$ cat src/rtl/appr_mult_param.sv
// appr_mult_param: sequential approximate unsigned multiplier behind a start/done handshake.
// Each operand is normalised by leading-one shifting, truncated to its top KEEP bits,
// multiplied by shift-add, and the product is rescaled to 2*WIDTH bits. Latency is fixed
// at WIDTH busy cycles followed by one DONE cycle.
// Ports:
//   clk        in   rising-edge clock
//   rst_n      in   asynchronous active-low reset
//   start      in   request, sampled only in IDLE or DONE
//   a, b       in   WIDTH-bit unsigned operands, latched on the accepting edge
//   busy       out  high while normalising or multiplying
//   done       out  one-cycle pulse, high while in DONE
//   product    out  2*WIDTH-bit approximate product, held until the next DONE
//   truncated  out  nonzero operand bits were discarded; valid with product
module appr_mult_param #(
    parameter int unsigned WIDTH = 16,
    parameter int unsigned KEEP  = 8
) (
    input  logic               clk,
    input  logic               rst_n,
    input  logic               start,
    input  logic [WIDTH-1:0]   a,
    input  logic [WIDTH-1:0]   b,
    output logic               busy,
    output logic               done,
    output logic [2*WIDTH-1:0] product,
    output logic               truncated
);

    localparam int unsigned NW = WIDTH - KEEP;          // normalisation cycles
    localparam int unsigned CW = $clog2(WIDTH + 1);     // counter / shift-count width
    localparam int unsigned SW = CW + 1;                // rescale shift width
    localparam int unsigned PW = 2 * WIDTH;             // product width
    localparam int unsigned AW = 2 * KEEP;              // accumulator width
    // Bits below the retained window; zero when KEEP == WIDTH.
    localparam logic [WIDTH-1:0] LOW_MASK = {WIDTH{1'b1}} >> KEEP;

    typedef enum logic [1:0] {
        S_IDLE = 2'd0,
        S_NORM = 2'd1,
        S_MULT = 2'd2,
        S_DONE = 2'd3
    } state_t;

    // With no bits to discard there is nothing to normalise.
    localparam state_t FIRST = (NW == 0) ? S_MULT : S_NORM;

    state_t          r_state;
    logic [WIDTH-1:0] r_xa;
    logic [WIDTH-1:0] r_xb;
    logic [CW-1:0]    r_sa;
    logic [CW-1:0]    r_sb;
    logic [CW-1:0]    r_cnt;
    logic [AW-1:0]    r_acc;

    logic [KEEP-1:0]  w_ta;
    logic [KEEP-1:0]  w_tb;
    logic [KEEP-1:0]  w_tb_sh;
    logic [AW-1:0]    w_pp;
    logic [AW-1:0]    w_acc_nxt;
    logic [CW-1:0]    w_ea;
    logic [CW-1:0]    w_eb;
    logic [SW-1:0]    w_shamt;
    logic [PW-1:0]    w_prod;
    logic             w_drop_a;
    logic             w_drop_b;
    logic             w_nz;
    logic             w_last_norm;
    logic             w_last_mult;

    // Truncated operands, shift-add step and rescale of the completed accumulator.
    always_comb begin
        w_ta        = r_xa[WIDTH-1 -: KEEP];
        w_tb        = r_xb[WIDTH-1 -: KEEP];
        w_tb_sh     = w_tb >> r_cnt;
        w_pp        = w_tb_sh[0] ? (AW'(w_ta) << r_cnt) : '0;
        w_acc_nxt   = r_acc + w_pp;
        w_ea        = CW'(NW) - r_sa;
        w_eb        = CW'(NW) - r_sb;
        w_shamt     = SW'(w_ea) + SW'(w_eb);
        w_prod      = PW'(w_acc_nxt) << w_shamt;
        w_drop_a    = |(r_xa & LOW_MASK);
        w_drop_b    = |(r_xb & LOW_MASK);
        w_nz        = (r_xa != '0) && (r_xb != '0);
        w_last_norm = (r_cnt == CW'(NW - 1));
        w_last_mult = (r_cnt == CW'(KEEP - 1));
    end

    // Control FSM with datapath registers and registered outputs.
    always_ff @(posedge clk or negedge rst_n) begin
        if (!rst_n) begin
            r_state   <= S_IDLE;
            r_xa      <= '0;
            r_xb      <= '0;
            r_sa      <= '0;
            r_sb      <= '0;
            r_cnt     <= '0;
            r_acc     <= '0;
            busy      <= 1'b0;
            done      <= 1'b0;
            product   <= '0;
            truncated <= 1'b0;
        end else begin
            case (r_state)
                S_IDLE, S_DONE: begin
                    done <= 1'b0;
                    if (start) begin
                        r_xa    <= a;
                        r_xb    <= b;
                        r_sa    <= '0;
                        r_sb    <= '0;
                        r_cnt   <= '0;
                        r_acc   <= '0;
                        busy    <= 1'b1;
                        r_state <= FIRST;
                    end else begin
                        r_state <= S_IDLE;
                    end
                end
                S_NORM: begin
                    // Shift each operand up until its MSB is set or the discard budget is used.
                    if (!r_xa[WIDTH-1] && (r_sa < CW'(NW))) begin
                        r_xa <= r_xa << 1;
                        r_sa <= r_sa + CW'(1);
                    end
                    if (!r_xb[WIDTH-1] && (r_sb < CW'(NW))) begin
                        r_xb <= r_xb << 1;
                        r_sb <= r_sb + CW'(1);
                    end
                    if (w_last_norm) begin
                        r_cnt   <= '0;
                        r_state <= S_MULT;
                    end else begin
                        r_cnt <= r_cnt + CW'(1);
                    end
                end
                S_MULT: begin
                    r_acc <= w_acc_nxt;
                    if (w_last_mult) begin
                        r_cnt     <= '0;
                        busy      <= 1'b0;
                        done      <= 1'b1;
                        product   <= w_prod;
                        truncated <= (w_drop_a | w_drop_b) & w_nz;
                        r_state   <= S_DONE;
                    end else begin
                        r_cnt <= r_cnt + CW'(1);
                    end
                end
                default: begin
                    r_state <= S_IDLE;
                end
            endcase
        end
    end

endmodule

$ cat config.mk
export PLATFORM = sky130hd
export DESIGN_NAME = appr_mult_param
export DESIGN_NICKNAME = d
export VERILOG_FILES = /design/src/rtl/appr_mult_param.sv
export SDC_FILE = /design/constraint.sdc
export NUM_CORES = 1
export LEC_CHECK = 0
export ABC_AREA = 1
export BUFFER_PORTS_ARGS = -buffer_cell sky130_fd_sc_hd__clkbuf_2
export CAP_MARGIN = 20
export CORE_MARGIN = 4
export CORE_UTILIZATION = 33
export CTS_CLUSTER_SIZE = 8
export DETAILED_ROUTE_END_ITERATION = 12
export SLEW_MARGIN = 20
export SYNTH_ARGS = -nofsm -noshare
export SYNTH_HDL_FRONTEND = slang
export SYNTH_SLANG_ARGS = --single-unit
$ cat constraint.sdc
create_clock -name clk -period 4.71 [get_ports clk]
set_input_delay 0.2355 -clock clk [delete_from_list [all_inputs] [get_ports clk]]
set_output_delay 0.2355 -clock clk [all_outputs]
set_load 0.05 [all_outputs]
Word level (Yosys, flattened, before mapping):

Index checks and enable logic that the tools add are counted.

* output and inout port bits: 35
* logic and storage cells: 80
* input bits: 35
* register bits after elaboration: 100

* shift-type cells: 3
* reduce and logical (&&, ||, !) cells: 21
* muxes and demuxes: 25
* bitwise gates (word level): 2
* magnitude comparators: 2
* $add $sub $neg: 7
* equal/unequal tests: 9

Operator list (count)
* $mux W16: 6
* $pmux W16 S2: 3
* $reduce_bool A16 Y1: 2
* $shl A16 B6 Y32: 1
* $pmux W5 S2: 3
* $mux W5: 4
* $add A16 B16 Y16: 1
* $reduce_or A8 Y1: 2
* $shl A8 B5 Y16: 1
* $add A5 B1 Y5 const B: 3
* $lt A5 B4 Y1 const B: 2
* $ne A2 B2 Y1 const B: 5
* $sub A4 B5 Y5 const A: 2
* $reduce_and A3 Y1: 3
* $reduce_and A2 Y1: 4
* $shr A8 B5 Y1: 1
* $add A5 B5 Y6: 1
* $pmux W2 S3: 1
* $eq A5 B3 Y1 const B: 1
* $eq A2 B2 Y1 const B: 2
* $mux W1: 4
* $mux W2: 2
* $pmux W1 S2: 2
* $reduce_bool A2 Y1: 2
* 7 further kinds: 11

Logic depth before layout (Yosys ltp):

* word-level depth: 4
* gate-level depth with buffers: 26
* depth with buffers taken out: 26

Least setup slack after synthesis:

OpenSTA, ideal clock, no wires.

* path kind: reg2reg
* from: register r_cnt[0]
* to: register product[16]
* stages on the path, launching flop included: 26
* clock period less this slack: 2.977 ns
* setup time: 0.118 ns
* data required time: 4.592 ns
* buffers on the path: 1
* arrival: 2.859 ns
* slack: 1.733 ns
* cells stage by stage: dfrtp_1 > clkbuf_1 > o21ai_0 > nand3_1 > nand3_1 > inv_1 > nand2_1 > nor2_1 > ha_1 > fa_1 > nand2_1 > nand3_1 > nand3_1 > nand2_1 > nand2_1 > nand2_1 > nand2_1 > nand3_1 > nand2_1 > nand2_1 > nand2_1 > nand2_1 > nand3_1 > nand2_1 > nand2_1 > nand2_1

* word-level cells in the longest chain between the ends: 4
* elaborated cells between the ends (all ways): 7
* those cells by class: add/sub (1); eq/ne (1); shift (3); mux (1); reduce/logical (1)

RTL lines
* from (decl): line 52 `logic [CW-1:0] r_cnt;`
* from (signal assigned): line 133 `r_cnt <= r_cnt + CW'(1);`
* from (signal assigned): line 146 `r_cnt <= r_cnt + CW'(1);`
* $shl A8 B5 Y16 / $shr A8 B5 Y1 (equally long branches): line 75, 74
* $mux W16: line 75 `w_pp = w_tb_sh[0] ? (AW'(w_ta) << r_cnt) : '0;`
* $add A16 B16 Y16: line 76 `w_acc_nxt = r_acc + w_pp;`
* $shl A16 B6 Y32: line 80 `w_prod = PW'(w_acc_nxt) << w_shamt;`
* to (signal assigned): line 142 `product <= w_prod;`
* to (decl): line 25 `output logic [2*WIDTH-1:0] product,`

Parallel ways exist; a longest one is shown, timed or not.
A chain may end at the register's enable or synchronous reset.

Worst setup path after layout:

* from: register r_cnt[1]
* to: register product[17]

The elaborated chain is that of the path after synthesis.

==> summary.txt <==
Detailed routing
  • # DRC: 0
  • Via count: between 6000 and 7000
  • Avg WL per Cell: approximately 14 um
  • Antenna-violating nets left: 0
  • Overall routed net length: approximately 19000 um
  • Drt via density: 5.06
  • First-pass iteration count of the detailed router: 6
  • Initial DRC Count: roughly 580

Yosys
  • Mapped cell area: 0.00697 mm^2
  • Cells after synthesis: around 1000
  • Most used flip-flop cell after synthesis: dfrtp_1
  • Post-synthesis sequential element count: 100
  • Synth area leader: dfrtp_1
  • Area contributors post-synth: dfrtp_1 36%, nand2_1 16%, nand3_1 10%
  • Average footprint of a synthesized cell: between 6 and 7 um^2
  • List of most frequent post-synthesis cells: 299 x nand2_1, 143 x nand3_1, 120 x inv_1, 100 x dfrtp_1, 82 x o21ai_0
  • Post-Syn Nets: between 1000 and 1500
  • Distinct cells, synth: between 40 and 50
  • Ys async rst share: between 90% and 100%
  • Area share of the largest cell type after synthesis: 35.9%
  • Post-synth EDFFs: 0
  • Cell with the most instances after synthesis: nand2_1
  • Register area share after synthesis: 35.9%
  • Synth warnings: 0

Timing
  • Slew HR: 31.8%
  • # setup viols final: 0
  • Actual slew at the worst max-slew pin: ~1.0 ns
  • Fin. Hold Viols: 0
  • Max Fclk: ~0.24 GHz
  • Final period util: between 80 and 90%
  • Fin Setup TNS: 0 ns
  • Max-slew violation count: 0
  • RSZ-0062 raised after global routing: false
  • Clk_skew: between 0.01 and 0.015 ns
  • Crit path time final: 4.16 ns

Clock tree
  • CTS tree: done
  • CTS Sinks: 100
  • H-tree depth: 3
  • Clock Path Buffers: 2
  • Post-cts resize count: 0
  • Post-CTS Setup Repair Bufs: 0
  • Clock transition at the registers of the reported paths: roughly 0.080 ns
  • Root buf cell: clkbuf_16
  • Clock Latency Late Sink: 0.36 ns
  • TritonCTS Buffers: 9
  • # hold bufs at CTS: 0

Run status
  • Status: completed

GRT
  • Number of global-route vias before repair: 6472
  • Gr usage total: between 15 and 20%
  • Grt ovf: 0
  • Initial antenna violation count: 0
  • Largest net degree at the start of global routing: 73
  • Global-route wire length before repair: approximately 33000 um

Placed design
  • Buffers added on ports: just under 70
  • GPL Wtd Cong: 0.931
  • Post-DP HPWL: roughly 15000 um

Finish
  • Filler cells: between 2000 and 2500
  • Layout net count: roughly 1100
  • Layout cell share with drive strength beyond 1: approximately a tenth
  • Seq. cell area: 0.00250 mm^2
  • Area of the multi-input gates: around 0.0038 mm^2
  • Area grow syn2layout: 12.7%
  • Diode count: 0

Die
  • Die Y: roughly 150 um
  • Ports: 70
  • Die area: 0.0235 mm^2
  • FP Rows: 52
  • Core area: 0.0205 mm^2
  • Die X: 153 um
  • Effective utilization at floorplan: roughly a third

Worst setup path
  • Worst endpoint data arrival time: 4.40 ns
  • Worst-case reg-to-reg path depth: 21
  • CP startpoint: r_cnt[1]
  • Critical path launch point type: flop
  • R2r startpoint: r_cnt[1]
  • Crit end category: flop
  • CP required: a little under 5 ns
  • CP max FO: 15
  • Critical path class: reg -> reg

Min path
  • Worst hold-check path type: in -> async

Job
  • Max Cap Violations: 0
-- cell families (layout without fill, tap and decap cells) --
| group | after synthesis | after routing | share of synthesized area (%) |
|---|---|---|---|
| buffers and inverters | 162 | 217 | 9.12 |
| AO/OA/AOI/OAI | 167 | 167 | 14.1 |
| flip-flops | 100 | 100 | 35.9 |
| AND/OR/NAND/NOR | 540 | 540 | 33.4 |
| adder cells (fa/ha/maj) | 29 | 29 | 5.42 |
| multiplexers | 2 | 2 | 0.287 |
| XOR/XNOR | 11 | 11 | 1.76 |
-- metrics by stage --
step / setup WS [ns] / cells / hold slack [ns] / cell area [um^2] / util (%)
2_1_floorplan: 1.73 / 1011 / -0.0601 / 6970 / -
3_3_place_gp: 0.818 / 1320 / 0.442 / 7530 / 36.8
3_5_place_dp: 0.739 / 1320 / 0.443 / 7530 / 36.8
4_1_cts: 0.707 / 1336 / 0.0544 / 7850 / 38.3
5_1_grt: 0.197 / 1336 / 0.0810 / 7850 / 38.3
6_report: 0.554 / 1336 / 0.00288 / 7850 / 38.3
-- critical path: stages (launching register included) --
cell and delay [ns]:
dfrtp_1 0.63, clkinv_1 0.35, a21oi_1 0.19, o21ai_0 0.10, nand3_1 0.08, nand3_1 0.15
a2111oi_0 0.68, ha_1 0.42, nand2_1 0.13, inv_1 0.05, nand2_1 0.07, nand2_1 0.07
a21oi_1 0.22, nand3_1 0.13, nand2_1 0.11, nand2_1 0.05, nand3_1 0.11, nand2_1 0.10
nand3_1 0.13, nand3_1 0.12, nand2_1 0.12, nand2_1 0.05
-- worst paths after layout --
path | slack [ns] | end
setup reg to reg | 0.55 | product[17]
hold / removal | 0.003 | r_xb[7]
hold reg to reg | 0.49 | product[12]
setup / recovery | 0.55 | product[17]
max in group asynchronous | 3.76 | product[23]
min in group clk | 0.09 | r_xb[0]
-- placed cells by master (no fill, tap or decap), types with 3 or more instances in the layout --
| master | instances |
|---|---|
| a21oi_1 | 31 |
| a22o_1 | 6 |
| a31oi_1 | 3 |
| and2_1 | 4 |
| buf_4 | 6 |
| clkbuf_16 | 9 |
| clkbuf_2 | 68 |
| clkinv_1 | 6 |
| dfrtp_1 | 100 |
| ha_1 | 26 |
| inv_1 | 120 |
| nand2_1 | 299 |
| nand2_2 | 4 |
| nand3_1 | 143 |
| nand4_1 | 15 |
| nor2_1 | 57 |
| nor3_1 | 8 |
| nor4_1 | 5 |
| o211ai_1 | 29 |
| o21a_1 | 6 |
| o21ai_0 | 82 |
| xnor2_1 | 3 |
| xor2_1 | 6 |
-- flip-flops by register name, indices dropped and copies added, names as in the netlist --
name	flops
product	32
r_acc	16
r_xa	16
r_xb	16
r_cnt	5
r_sa	5
r_sb	5
r_state	2
busy	1
done	1
truncated	1
-- layer usage --
metal | share of wire (%) | track usage [%] | vias to the layer above
li1 | - | - | 3449
met1 | 49 | 23.5 | 3110
met2 | 45 | 26.2 | 172
met3 | 5.0 | 3.03 | 25
met4 | 1.4 | 3.73 | 0
met5 | 0 | 0 | -
-- layout make-up --
cell class / count / area share (%)
multi-input cells: 749 / 48.8
repair buffers: 74 / 4.91
flip-flops and latches: 100 / 31.9
inverters: 127 / 6.07
clock inverters: 7 / 1.20
clock buffers: 9 / 2.87
well taps: 270 / 4.30
Power is not shown: default switching activity piles up to over one toggle a cycle in this logic, so the estimate is an artifact.
